### src/rtl/icache_axi_rd_bridge.sv
// ---------------------------------------------------------------------------
// icache_axi_rd_bridge
// Read-only bridge from the I-cache miss interface to an AXI4 read master.
// Each cache request becomes exactly one AXI read transaction. The read data
// is handed back to the cache one beat at a time. Only one transaction is
// outstanding at a time.
//
// Ports
//   clk, rst                 clock (rising edge), async active-low reset
//   rd_req/rd_type/rd_addr   cache request (pulse), access type, byte address
//   rd_rdy                   bridge idle, can take rd_req this cycle
//   ret_valid/ret_last       registered return strobe / last beat of request
//   ret_data                 returned 64-bit read data
//   bus_err                  sticky: bad rresp, rid mismatch or rlast mismatch
//   ar*                      AXI AR channel (master side)
//   r*                       AXI R channel (master side)
// ---------------------------------------------------------------------------
module icache_axi_rd_bridge #(
   parameter logic [3:0] AXI_ID     = 4'd0,
   parameter int         LINE_BEATS = 2
) (
   input  logic        clk,
   input  logic        rst,
   input  logic        rd_req,
   input  logic [2:0]  rd_type,
   input  logic [31:0] rd_addr,
   output logic        rd_rdy,
   output logic        ret_valid,
   output logic        ret_last,
   output logic [63:0] ret_data,
   output logic        bus_err,
   output logic        arvalid,
   input  logic        arready,
   output logic [31:0] araddr,
   output logic [7:0]  arlen,
   output logic [2:0]  arsize,
   output logic [1:0]  arburst,
   output logic [3:0]  arid,
   input  logic        rvalid,
   output logic        rready,
   input  logic [63:0] rdata,
   input  logic [1:0]  rresp,
   input  logic        rlast,
   input  logic [3:0]  rid
);

   localparam logic [7:0] LINE_LEN = 8'(LINE_BEATS - 1);

   typedef enum logic [2:0] {
      S_IDLE = 3'b001,
      S_AR   = 3'b010,
      S_R    = 3'b100
   } state_t;

   state_t     state;
   state_t     state_nxt;
   logic [7:0] beat_cnt;
   logic       ar_hs;
   logic       r_hs;
   logic       last_beat;

   assign ar_hs     = arvalid & arready;
   assign r_hs      = rvalid & rready;
   // Completion is decided by the beat count, never by rlast, so a
   // malformed rlast cannot leave the cache waiting forever.
   assign last_beat = (beat_cnt == arlen);
   assign arburst   = 2'b01;
   assign arid      = AXI_ID;

   // State register
   always_ff @(posedge clk or negedge rst) begin
      // NOTE: sequential state uses non-blocking assignments so every flop
      // samples the values present before the edge.
      if (!rst) state <= S_IDLE;
      else      state <= state_nxt;
   end

   // Next-state logic
   always_comb begin
      // NOTE: default assignment first, so no path leaves state_nxt
      // unassigned and no latch is inferred.
      state_nxt = state;
      case (state)
         S_IDLE:  if (rd_req)               state_nxt = S_AR;
         S_AR:    if (arready)              state_nxt = S_R;
         S_R:     if (rvalid && last_beat)  state_nxt = S_IDLE;
         default:                           state_nxt = S_IDLE;
      endcase
   end

   // Outputs decoded straight from the one-hot state bits. arvalid is high
   // exactly in AR, and rready exactly in R.
   always_comb begin
      rd_rdy  = (state == S_IDLE);
      arvalid = (state == S_AR);
      rready  = (state == S_R);
   end

   // Request capture. The registers hold still through AR, so the address
   // phase is stable until arready.
   always_ff @(posedge clk or negedge rst) begin
      if (!rst) begin
         araddr <= '0;
         arlen  <= '0;
         arsize <= '0;
      end else if (rd_rdy && rd_req) begin
         if (rd_type == 3'b100) begin
            araddr <= {rd_addr[31:4], 4'b0000};
            arlen  <= LINE_LEN;
            arsize <= 3'b011;
         end else if (rd_type[2]) begin
            // Reserved types 101..111 fall back to a single dword read.
            araddr <= rd_addr;
            arlen  <= 8'd0;
            arsize <= 3'b011;
         end else begin
            araddr <= rd_addr;
            arlen  <= 8'd0;
            arsize <= {1'b0, rd_type[1:0]};
         end
      end
   end

   // Beat counting, the registered return path and sticky error detection.
   always_ff @(posedge clk or negedge rst) begin
      if (!rst) begin
         beat_cnt  <= '0;
         ret_valid <= 1'b0;
         ret_last  <= 1'b0;
         ret_data  <= '0;
         bus_err   <= 1'b0;
      end else begin
         ret_valid <= r_hs;
         ret_last  <= r_hs && last_beat;
         if (ar_hs)     beat_cnt <= '0;
         else if (r_hs) beat_cnt <= beat_cnt + 8'd1;
         if (r_hs) begin
            ret_data <= rdata;
            if (rresp != 2'b00 || rid != AXI_ID || rlast != last_beat)
               bus_err <= 1'b1;
         end
      end
   end

endmodule
### config.mk
export PLATFORM = sky130hd
export DESIGN_NAME = icache_axi_rd_bridge
export DESIGN_NICKNAME = d
export VERILOG_FILES = /design/src/rtl/icache_axi_rd_bridge.sv
export SDC_FILE = /design/constraint.sdc
export NUM_CORES = 1
export LEC_CHECK = 0
export CAP_MARGIN = 20
export CORE_ASPECT_RATIO = 1.5
export CORE_UTILIZATION = 37
export CTS_BUF_LIST = sky130_fd_sc_hd__clkbuf_4
export CTS_CLUSTER_SIZE = 20
export DETAILED_ROUTE_END_ITERATION = 8
export PLACE_DENSITY_LB_ADDON = 0.08
export SKIP_LAST_GASP = 1
export SYNTH_ARGS = -nofsm -noshare
export SYNTH_HDL_FRONTEND = slang
export SYNTH_SLANG_ARGS = --single-unit
### constraint.sdc
create_clock -name clk -period 1.65 [get_ports clk]
set_clock_uncertainty 0.1 [all_clocks]
set_input_delay 0.2475 -clock clk [delete_from_list [all_inputs] [get_ports clk]]
set_output_delay 0.2475 -clock clk [all_outputs]
set_load 0.03 [all_outputs]
# ---- Word-level counts from Yosys, hierarchy flattened
# Cells that the tools add are included.
# W data, S select, Z words.
dict set report totals {
  reg_bits 121
  inputBits 111
}
dict set report classes {
  add_sub_neg 1
  n_eq_ne 9
  muxes 10
  bitwise 2
  n_reduce_logical 10
}
# operator n
set ops {}
lappend ops {{$mux W8} 2}
lappend ops {{$mux W3} 3}
lappend ops {{$pmux W3 S3} 1}
lappend ops {{$add A8 B1 Y8 const B} 1}
lappend ops {{$eq A8 B8 Y1} 1}
lappend ops {{$eq A3 B3 Y1 const B} 2}
lappend ops {{$mux W2} 2}
lappend ops {{$mux W4} 1}
lappend ops {{$ne A2 B1 Y1 const B} 2}
lappend ops {{$reduce_bool A2 Y1} 2}
lappend ops {{$reduce_bool A4 Y1} 1}
lappend ops {{$eq A3 B1 Y1 const B} 1}
lappend ops {{$eq A3 B2 Y1 const B} 1}
lappend ops {{$logic_and A1 B1 Y1} 3}
lappend ops {{$reduce_and A3 Y1} 1}
lappend ops {{$and A1 B1 Y1} 2}
lappend ops {{$logic_or A1 B1 Y1} 2}
lappend ops {{$ne A2 B2 Y1 const B} 1}
lappend ops {{$reduce_and A2 Y1} 1}
lappend ops {{$mux W1} 1}
lappend ops {{$ne A1 B1 Y1} 1}

# ---- Longest topological paths before layout
dict set report logic_depth {
  word_depth 4
  depth_mapped 6
}

# ---- Worst setup path after synthesis
# OpenSTA, ideal clock, no wires.
dict set report synth_timing {
  path_kind {reg2reg}
  start {register state[0]}
  end {register araddr[10]}
  t_arrival_ns 1.676
  slack_ns -0.243
  path_stages_with_launch 6
  path_buffers 1
  synth_period_minus_slack_ns 1.893
  cell_sequence {dfstp_2 > nor3b_2 > nand2_1 > clkbuf_1 > nand2_1 > nand2_1}
}
dict set report synth_via {
  elab_chain_cells 2
}
# element line_no
set synth_rtl {}
lappend synth_rtl {{start: declaration} 55} ;# state_t state;
lappend synth_rtl {{start signal: assignment} 75} ;# else state <= state_nxt;
lappend synth_rtl {{$eq A3 B1 Y1} 94} ;# rd_rdy = (state == S_IDLE);
lappend synth_rtl {{net rd_rdy} 27} ;# output logic rd_rdy,
lappend synth_rtl {{$logic_and A1 B1 Y1} 106} ;# end else if (rd_rdy && rd_req) begin
lappend synth_rtl {{end signal: assignment} 108} ;# araddr <= {rd_addr[31:4], 4'b0000};
lappend synth_rtl {{end signal: assignment} 113} ;# araddr <= rd_addr;
lappend synth_rtl {{end signal: assignment} 117} ;# araddr <= rd_addr;
lappend synth_rtl {{end: declaration} 34} ;# output logic [31:0] araddr,
# The timed path passes the listed nets, and every way through them passes these cells.
# A chain may end at the register's enable or synchronous reset.

# ---- Worst setup path in the final report
dict set report layout_timing {
  start {register state[0]}
  end {register ret_data[40]}
}
dict set report layout_via {
  elab_chain_cells 2
}
# element line_no
set layout_rtl {}
lappend layout_rtl {{$eq A3 B3 Y1} 96} ;# rready = (state == S_R);
lappend layout_rtl {{$and A1 B1 Y1} 63} ;# assign r_hs = rvalid & rready;
lappend layout_rtl {{end signal: assignment} 138} ;# ret_data <= rdata;
lappend layout_rtl {{end: declaration} 30} ;# output logic [63:0] ret_data,
# Every way passes these cells.

==> metrics.txt <==
die area=12600 um^2; share of cells above drive strength 1=0.341; setup TNS=-7.25 ns; Die X=92.1 um; CTS tree=done; failing checks=setup timing; Max Buffers Root-to-Sink=2; yosys warns=0; RePlAce Congestion=0.734; combinational share of power=0.441; clk sinks=113; most frequent cell after synthesis=dfrtp_1; unrepaired setup endpoints after global routing=true; crit path DAT=2.11 ns; Die Ht=137 um; Fmax achieved=547 MHz; Synth Area in Compound Gates=0.00971; sequential share of the synthesized area=0.628; FF+latch count, synth=113; Final WS setup=-0.177 ns; Detail Placement HPWL=8370 um; Int Power=7020 uW; pwr dens=1510 nW/um^2; CP max FO=8; H-tree depth=4; Critical Path Source Type=flop; MaxCap Viol Count=0; Area contributors post-synth=dfrtp_1, nand2_1, mux2_1; utilization after layout=0.638; multiplexer area fraction after synthesis=0.165; P&R area growth vs syn=69.2%; initial core utilization=0.377; commonest cells in the netlist=dfrtp_1, nand2_1, mux2_1, mux2_2, buf_4; CTS clock-pin slew for the worst setup and hold paths=0.10 ns; via total after detailed routing=3609; top_reg_cell synth=dfrtp_1; Max Slew Vio Count=0; Port Buffer Count=215; core area=12000 um^2; clock power share=0.209; LEAKAGE=0.00385 uW; clk root buf=clkbuf_4; simple-gate share of the synthesized area=0.132; CP Class=reg2reg; grt ovf=0; switching power=4490 uW; Synth top area share=0.622; Netlist cell types=31; Setup violations, final=107; Req. time, crit path=1.93 ns; Initial DRC Count=80; drt wl/cell=15.4 um; largest family of logic cells by synthesized area=multiplexers; Seq pwr share=0.350; Post-synth EDFFs=0; first-pass GRT wire length=17700 um; fin crit share=1.11; Pre-antenna DRT Iters=4; worst min path class=in2async; vias in the first global route=3609; vias per std cell=4.58; sw frac=0.390; DRC viols=0; Final Hold Fails=0; Core Rows=49; Final ANT Viol Nets=0; crit path capture type=flop; initial antenna violation count=1; largest net degree at the start of global routing=37; nets@finish=733; asr flop ratio synth=1.00; Syn Inst Count=364; status=finished with violations; peak supply drop=968 uV; DRT Wirelength=12200 um; Skew-Pair Late Insertion Delay=0.49 ns; Mapped Area=4510 um^2; Final min period=1.83 ns; post-synth top area cell=dfrtp_1; CTS Buf Count=17; FF-to-FF setup slack=-0.18 ns; Mapped Avg Cell Area=12.4 um^2; overall routing resource usage=0.182; IO Pins=230; post-route cell area=7630 um^2; placed inst area=6920 um^2; Synth Area in XOR/XNOR=0.0117; Adder-Cell Fraction of Synth Area=0.00278
==> flip-flops by register name (all words and copies together) (netlist names), 2 cells and up <==
name      flops
araddr       32
arsize        2
beat_cnt      8
ret_data     64
state         3
==> path summary, 6_finish.rpt <==
check	startpoint	end	cells past startpoint
max	state[0]	ret_data[40]	6
min	rst	ret_data[44]	2
max reg2reg	state[0]	ret_data[40]	6
min reg2reg	araddr[20]	araddr[20]	2
max in group asynchronous	rst	ret_data[23]	3
min in group clk	rd_addr[13]	araddr[13]	3
==> metrics by stage <==
stage                     hold WS, ns  power [uW]  setup WS [ns]  std cells
final                          0.0495       11500         -0.177        788
after global routing           0.0223       12100         -0.253        788
after CTS                      0.0154       11200         -0.254        766
after detailed placement       0.0341        9110         -0.215        731
after global placement         0.0387        9020         -0.176        731
after floorplan                -0.148        6800        -0.0756        376
==> routing by layer <==
metal,part of all wire,track usage
met1,0.36,0.199
met2,0.56,0.322
met3,0.063,0.0591
met4,0.015,0.0747
met5,0,0
==> power by group through the flow <==
stage	registers (uW)	logic, uW	clock network [uW]
final	4030	5080	2410
after CTS	4020	4640	2500
after detailed placement	4080	5030	0
after global placement	4050	4970	0
after global routing	4140	5400	2600
after floorplan	5600	1190	0
==> kinds of logic (layout without fill, tap and decap cells) <==
kind of cell    after synthesis  after routing
simple gates                138            138
flops                       113            113
mux                          66             66
buf+inv                      31            289
compound gates                7              7
xor+xnor                      6              6
other cells                   2             15
fa+ha+maj                     1              1
==> repair_timing <==
item,4_1_cts,5_1_grt
endpoints found under the hold margin,113,0
setup buffers,1,9
gates cloned,1,12
gates resized for setup,159,167
hold buffers,1,0
setup endpoints to repair,106,187
pin swaps,0,39
==> cell type report <==
class | instances | area (um^2)
diodes | 1 | 2.50
well taps | 153 | 191
clock inverters | 12 | 189
clock buffers | 20 | 150
fillers | 1031 | 4330
flip-flops and latches | 113 | 2830
multi-input cells | 232 | 1730
repair buffers | 256 | 2530
inverters | 1 | 3.75
==> critical path: stages, from the launching register on <==
cell,delay [ns]
dfstp_2,0.58
buf_4,0.12
and4bb_4,0.20
buf_12,0.15
buf_12,0.13
buf_12,0.13
mux2_1,0.31
==> cells in the final DEF (no fill, tap or decap), types with 9 or more instances in the layout <==
cell	netlist	final
mux2_2	32	30
nand2_2	0	19
nand2_4	0	12
clkdlybuf4s50_1	0	109
nand2_1	102	71
buf_4	16	12
dfrtp_1	112	111
clkbuf_2	0	55
clkbuf_16	0	9
mux2_1	34	30
clkbuf_4	0	20
clkdlybuf4s15_1	0	38
conb_1	2	14
buf_12	0	10
buf_6	5	9
Note: power is estimated with default switching activity, not from simulation.
